--- config.mk ---
export PLATFORM = sky130hd
export DESIGN_NAME = a2d_intf
export DESIGN_NICKNAME = d
export VERILOG_FILES = /design/src/rtl/a2d_pkg.sv /design/src/rtl/a2d_intf_spi_mnrch.sv /design/src/rtl/a2d_intf.sv
export SDC_FILE = /design/constraint.sdc
export NUM_CORES = 1
export LEC_CHECK = 0
export CORE_MARGIN = 2
export CORE_UTILIZATION = 50
export CTS_CLUSTER_SIZE = 24
export DETAILED_ROUTE_END_ITERATION = 7
export DONT_BUFFER_PORTS = 1
export SLEW_MARGIN = 10
export SYNTH_ARGS = -nofsm -noshare
export SYNTH_HDL_FRONTEND = slang
export SYNTH_SLANG_ARGS = --single-unit
export TNS_END_PERCENT = 10
--- constraint.sdc ---
create_clock -name clk -period 3.2 [get_ports clk]
set_input_delay 0.48 -clock clk [delete_from_list [all_inputs] [get_ports clk]]
set_output_delay 0.48 -clock clk [all_outputs]
set_load 0.1 [all_outputs]
--- src/rtl/a2d_pkg.sv ---
// Shared constants, channel map and FSM state type for the A2D interface.
// Macro A2D_BATT_CHAN_EN adds the battery channel to the round robin.
package a2d_pkg;

  localparam int SCLK_DIV_W = 5;

  localparam logic [2:0] CH_LFT   = 3'd0;
  localparam logic [2:0] CH_RGHT  = 3'd4;
  localparam logic [2:0] CH_STEER = 3'd5;
  localparam logic [2:0] CH_BATT  = 3'd6;

`ifdef A2D_BATT_CHAN_EN
  localparam logic [1:0] LAST_IDX = 2'd3;
`else
  localparam logic [1:0] LAST_IDX = 2'd2;
`endif

  typedef enum logic [1:0] {
    IDLE,
    CNV,
    GAP,
    RD
  } a2d_state_t;

  // Round-robin slot to physical ADC channel.
  function automatic logic [2:0] idx2chnl(input logic [1:0] idx);
    case (idx)
      2'd0:    idx2chnl = CH_LFT;
      2'd1:    idx2chnl = CH_RGHT;
      2'd2:    idx2chnl = CH_STEER;
      default: idx2chnl = CH_BATT;
    endcase
  endfunction

endpackage

--- src/rtl/a2d_intf_spi_mnrch.sv ---
// 16-bit SPI master: SCLK = clk/32 idling high, MOSI shifts on SCLK fall,
// MISO sampled on SCLK rise. Built identically with or without A2D_BATT_CHAN_EN.
module spi_mnrch
  import a2d_pkg::*;
(
  input  logic        clk,
  input  logic        rst_n,
  input  logic        wrt,
  input  logic [15:0] cmd,
  output logic        done,
  output logic [15:0] resp,
  output logic        SS_n,
  output logic        SCLK,
  output logic        MOSI,
  input  logic        MISO
);

  localparam logic [SCLK_DIV_W-1:0] DIV_IDLE = {1'b1, {(SCLK_DIV_W-1){1'b0}}};
  localparam logic [SCLK_DIV_W-1:0] DIV_RISE = {1'b0, {(SCLK_DIV_W-1){1'b1}}};
  localparam logic [SCLK_DIV_W-1:0] DIV_FALL = '1;

  logic [SCLK_DIV_W-1:0] sclk_div;
  logic [3:0]            bit_cnt;
  logic [15:0]           shft;
  logic                  miso_smpl;
  logic                  busy;
  logic                  smpl;
  logic                  shift;

  assign smpl  = busy && (sclk_div == DIV_RISE);
  assign shift = busy && (sclk_div == DIV_FALL);
  assign done  = shift && (bit_cnt == 4'hF);

  assign SCLK = sclk_div[SCLK_DIV_W-1];
  assign MOSI = shft[15] & ~SS_n;
  assign resp = shft;

  // The 16th falling edge is suppressed: the divider parks high instead, so
  // SS_n rises exactly 16 SCLK periods after it fell.
  always_ff @(posedge clk or negedge rst_n) begin
    if (!rst_n) begin
      busy      <= 1'b0;
      SS_n      <= 1'b1;
      sclk_div  <= DIV_IDLE;
      bit_cnt   <= 4'h0;
      shft      <= 16'h0000;
      miso_smpl <= 1'b0;
    end else if (wrt && !busy) begin
      busy     <= 1'b1;
      SS_n     <= 1'b0;
      sclk_div <= '0;
      bit_cnt  <= 4'h0;
      shft     <= cmd;
    end else if (busy) begin
      if (smpl) miso_smpl <= MISO;
      if (shift) begin
        shft    <= {shft[14:0], miso_smpl};
        bit_cnt <= bit_cnt + 4'd1;
      end
      if (done) begin
        busy     <= 1'b0;
        SS_n     <= 1'b1;
        sclk_div <= DIV_IDLE;
      end else begin
        sclk_div <= sclk_div + SCLK_DIV_W'(1);
      end
    end
  end

endmodule

--- src/rtl/a2d_intf.sv ---
// Round-robin ADC reader: convert command, 1-clk SS_n gap, read command.
// Macro A2D_BATT_CHAN_EN includes the battery channel; otherwise batt is tied to zero.
module a2d_intf
  import a2d_pkg::*;
(
  input  logic        clk,
  input  logic        rst_n,
  input  logic        nxt,
  output logic [11:0] lft_ld,
  output logic [11:0] rght_ld,
  output logic [11:0] steer_pot,
  output logic [11:0] batt,
  output logic        SS_n,
  output logic        SCLK,
  output logic        MOSI,
  input  logic        MISO
);

  a2d_state_t  state, nxt_state;
  logic        wrt;
  logic        done;
  logic        rd_done;
  logic [15:0] cmd;
  logic [15:0] resp;
  logic [3:0]  unused_resp_hi;
  logic [1:0]  rr_idx;
  logic [1:0]  wr_idx;
  logic        upd;
  logic [11:0] lft_q, rght_q, steer_q;
`ifdef A2D_BATT_CHAN_EN
  logic [11:0] batt_q;
`endif

  assign cmd            = {2'b00, idx2chnl(rr_idx), 11'h000};
  assign unused_resp_hi = resp[15:12];

  spi_mnrch u_spi (
    .clk   (clk),
    .rst_n (rst_n),
    .wrt   (wrt),
    .cmd   (cmd),
    .done  (done),
    .resp  (resp),
    .SS_n  (SS_n),
    .SCLK  (SCLK),
    .MOSI  (MOSI),
    .MISO  (MISO)
  );

  always_ff @(posedge clk or negedge rst_n) begin
    if (!rst_n) state <= IDLE;
    else        state <= nxt_state;
  end

  // done is combinational on the last SCLK edge, so launching the read from
  // GAP gives exactly one clk of SS_n high between the two transactions.
  always_comb begin
    nxt_state = state;
    wrt       = 1'b0;
    rd_done   = 1'b0;
    case (state)
      IDLE: if (nxt) begin
        wrt       = 1'b1;
        nxt_state = CNV;
      end
      CNV: if (done) nxt_state = GAP;
      GAP: begin
        wrt       = 1'b1;
        nxt_state = RD;
      end
      RD: if (done) begin
        rd_done   = 1'b1;
        nxt_state = IDLE;
      end
      default: nxt_state = IDLE;
    endcase
  end

  // Index advances with RD completion so a back-to-back nxt already sees the
  // next channel; the write target is latched for the following clk.
  always_ff @(posedge clk or negedge rst_n) begin
    if (!rst_n) begin
      rr_idx <= 2'd0;
      wr_idx <= 2'd0;
      upd    <= 1'b0;
    end else begin
      upd <= rd_done;
      if (rd_done) begin
        wr_idx <= rr_idx;
        rr_idx <= (rr_idx == LAST_IDX) ? 2'd0 : rr_idx + 2'd1;
      end
    end
  end

  always_ff @(posedge clk or negedge rst_n) begin
    if (!rst_n) begin
      lft_q   <= 12'h000;
      rght_q  <= 12'h000;
      steer_q <= 12'h000;
`ifdef A2D_BATT_CHAN_EN
      batt_q  <= 12'h000;
`endif
    end else if (upd) begin
      case (wr_idx)
        2'd0: lft_q   <= resp[11:0];
        2'd1: rght_q  <= resp[11:0];
        2'd2: steer_q <= resp[11:0];
`ifdef A2D_BATT_CHAN_EN
        2'd3: batt_q  <= resp[11:0];
`endif
        default: ;
      endcase
    end
  end

  assign lft_ld    = lft_q;
  assign rght_ld   = rght_q;
  assign steer_pot = steer_q;
`ifdef A2D_BATT_CHAN_EN
  assign batt      = batt_q;
`else
  assign batt      = 12'h000;
`endif

endmodule

==> run metrics <==
post-synthesis register bit count=71; Post-synth EDFFs=0; htree depth=3; Buffers & Inverters on Critical Path=1; CTS Root Cell=clkbuf_8; CTS sink cnt=71; final setup vio count=0; YS warnings=0; Max Root-Sink Buffers=2; largest net degree at the start of global routing=72; # rows=28; grt ovf=0; die outline height=approximately 81 um; Post-Syn Instances=around 220; main flop type after synthesis=dfrtp_1; DR WL/cell=17.3 um; setup ws final=997 ps; final period utilization=0.688; worst rel slew slack=0.296; share of cells above drive strength 1=0.282; overall routed net length=between 5 and 6 mm; Worst Hold Slack=23.7 ps; Design Area, Final=approximately 3200 um^2; Sw Ratio=0.233; antenna-violating nets left=0; top post-synthesis cells by area=dfrtp_1 (58%), mux2_2 (14%), a22o_1 (3.8%); fin nets=between 200 and 250; Async S/R FF share, synth=1.00; CP arrival=about 2400 ps; Ant. Diodes=0; Worst IR Drop VDD=approximately 0.00022 V; final hold vios=0; Switch Pwr=0.000372 W; Pleak=1.60 nW; post-synth top area cell=dfrtp_1; initial antenna violation count=0; Avg Synthesized Cell Area=13.9 um^2; CP Max Fanout=22; top cell type's share of synthesized area=0.577; vias in the first global route=1718; Clock power frac=0.387; Critical Path RT=roughly 3400 ps; CP Cell Sequence=buf_4, ha_1, and2_4, and2_4, a2bb2oi_4, mux2_1; Comb power frac=0.051; power density over the cells=approximately 500 nW/um^2; setup_tns=0 ps; Reg clk slew, reported paths=70 ps; DRC Markers=0; max-slew violations=0; vias post-DR=1650; Critical Path Sink Type=flip-flop; Initial Util=0.512; post-synthesis sequential area ratio=0.594; FILL cells=480; drt via density=5.46; crit path time final=2200 ps; unrepaired setup endpoints after global routing=no; outcome=complete, no violations; Post-Place Cell Area=3020 um^2; Setup CP Type=reg2reg; CP max-delay cell=dfstp_2; max incr delay on CP=520 ps; hpwl dp=between 3 and 4 mm; Worst-Margin Slew=1050 ps; post_cts resized=0; CP top delay family=simple AND/OR/NAND/NOR gates; CTS buffer count=9; sequential share of power=0.562; Chip Width=81.4 um; Core ar.=a little under 6000 um^2; clock latency on the worst-skew pair=between 300 and 400 ps; PortBufs=0; Layout area overhead=7.48%; Clock Skew=6.88 ps; most frequent CP cell=and2_4; Placer Congestion=0.790; Worst Setup SP=u_spi.sclk_div[4]$_DFFE_PN1P_; first-pass GRT wire length=8.47 mm; Hold Path Class=in2async; number of max-cap violations=0; GRT Util Overall=0.175; critical path startpoint category=flip-flop; DR iter-0 viols=45; CTS tree=built; Yosys cell types=37; drt first pass iters=4; Post-Syn Area=2990 um^2; die area=6620 um^2; Place WS=997 ps; maximum clock rate=454 MHz; # IOs=55; R2R Path Start=u_spi.sclk_div[4]$_DFFE_PN1P_; Internal=0.00123 W
[cell usage after synthesis (2+ instances only)]
library cell,number
a22o_2,3
and2_4,2
buf_2,3
mux2_1,5
xnor2_1,2
nand3_1,4
nor2_1,11
buf_4,13
mux2i_1,3
dfrtp_1,69
inv_1,8
nand2_1,7
dfstp_2,2
and3_1,2
ha_1,9
a22o_1,13
mux2_2,36
a21oi_1,2
o21ai_1,2
xor2_1,2
[per-layer routing]
metal / track usage / part of all wire / wire [um] / vias to the layer above
met4: 0.0966 / 0.0098 / 51 / 0
met1: 0.202 / 0.41 / 2130 / 857
met5: 0 / 0 / 0 / -
met2: 0.302 / 0.53 / 2750 / 42
li1: - / - / - / 745
met3: 0.0367 / 0.053 / 278 / 6
[final cells by class]
cell class	instances	area [um^2]	share of cell area
Timing Repair Buffer	3	42.5	0.0132
Multi-Input combinational cell	129	1100	0.342
Clock buffer	15	166	0.0517
Sequential cell	71	1780	0.553
Inverter	8	30.0	0.00933
Tap cell	75	93.8	0.0292
Clock inverter	1	5.00	0.00156
[power groups by stage]
stage / logic (W) / clock network (W) / registers, W
floorplan: 0.0000735 / 0 / 0.000915
finish: 0.0000819 / 0.000618 / 0.000899
detailed placement: 0.0000621 / 0 / 0.000916
global placement: 0.0000620 / 0 / 0.000916
global route: 0.0000870 / 0.000682 / 0.000898
CTS: 0.0000830 / 0.000638 / 0.000898
[final timing paths]
kind / endpoint / slack (ps) / depth (start not counted)
worst max-delay path: state[1]$_DFFE_PN0P_ / 1000 / 6
worst max register to register: state[1]$_DFFE_PN0P_ / 1000 / 6
worst min-delay path: steer_pot[3]$_DFFE_PN0P_ / 20 / 1
max in group asynchronous: u_spi.sclk_div[4]$_DFFE_PN1P_ / 2870 / 1
min in group clk: u_spi.miso_smpl$_DFFE_PN0P_ / 290 / 1
worst min register to register: u_spi.resp[12]$_DFFE_PN0P_ / 510 / 2
[sequential cells by signal (all words and copies together), names as in the netlist, 2 cells and up]
| signal | count |
|---|---|
| state | 2 |
| lft_ld | 12 |
| rght_ld | 12 |
| u_spi.bit_cnt | 4 |
| u_spi.sclk_div | 5 |
| u_spi.resp | 16 |
| steer_pot | 12 |
| rr_idx | 2 |
| wr_idx | 2 |
[metrics by stage]
stage,util,cells,total power (W)
detailed placement,0.516,285,0.000978
finish,0.550,302,0.00160
global placement,0.516,285,0.000978
floorplan,-,226,0.000989
global route,0.550,302,0.00167
CTS,0.550,302,0.00162
[logic make-up (layout without fill, tap and decap cells)]
kind of cell	count (synthesis)	in the layout	synth area share
multiplexers	44	44	0.164
AO/OA/AOI/OAI	28	28	0.0840
AND/OR/NAND/NOR	32	32	0.0539
flip-flops	71	71	0.594
XOR/XNOR	4	4	0.0117
adder cells (fa/ha/maj)	9	9	0.0376
other	1	12	0.00125
buffers and inverters	26	27	0.0527
[cells in the final DEF, fill, tap and decap left out, types with 2 or more instances in the layout]
cell / count
ha_1: 9
mux2_2: 36
dfstp_2: 2
clkbuf_8: 11
and2_4: 2
mux2i_1: 3
dfrtp_1: 69
nand2_1: 7
xor2_1: 2
a22o_1: 13
mux2_1: 5
o21ai_1: 2
a21oi_1: 2
clkbuf_1: 4
and3_1: 2
nor2_1: 11
buf_4: 2
xnor2_1: 2
a22o_2: 3
inv_1: 8
conb_1: 12
nand3_1: 4
[repair_timing]
| action | CTS | global route |
|---|---|---|
| setup buffers | 0 | 0 |
| hold endpoints to repair | 71 | 0 |
| hold buffers | 1 | 0 |
No activity file was read; power rests on OpenSTA's default activity.
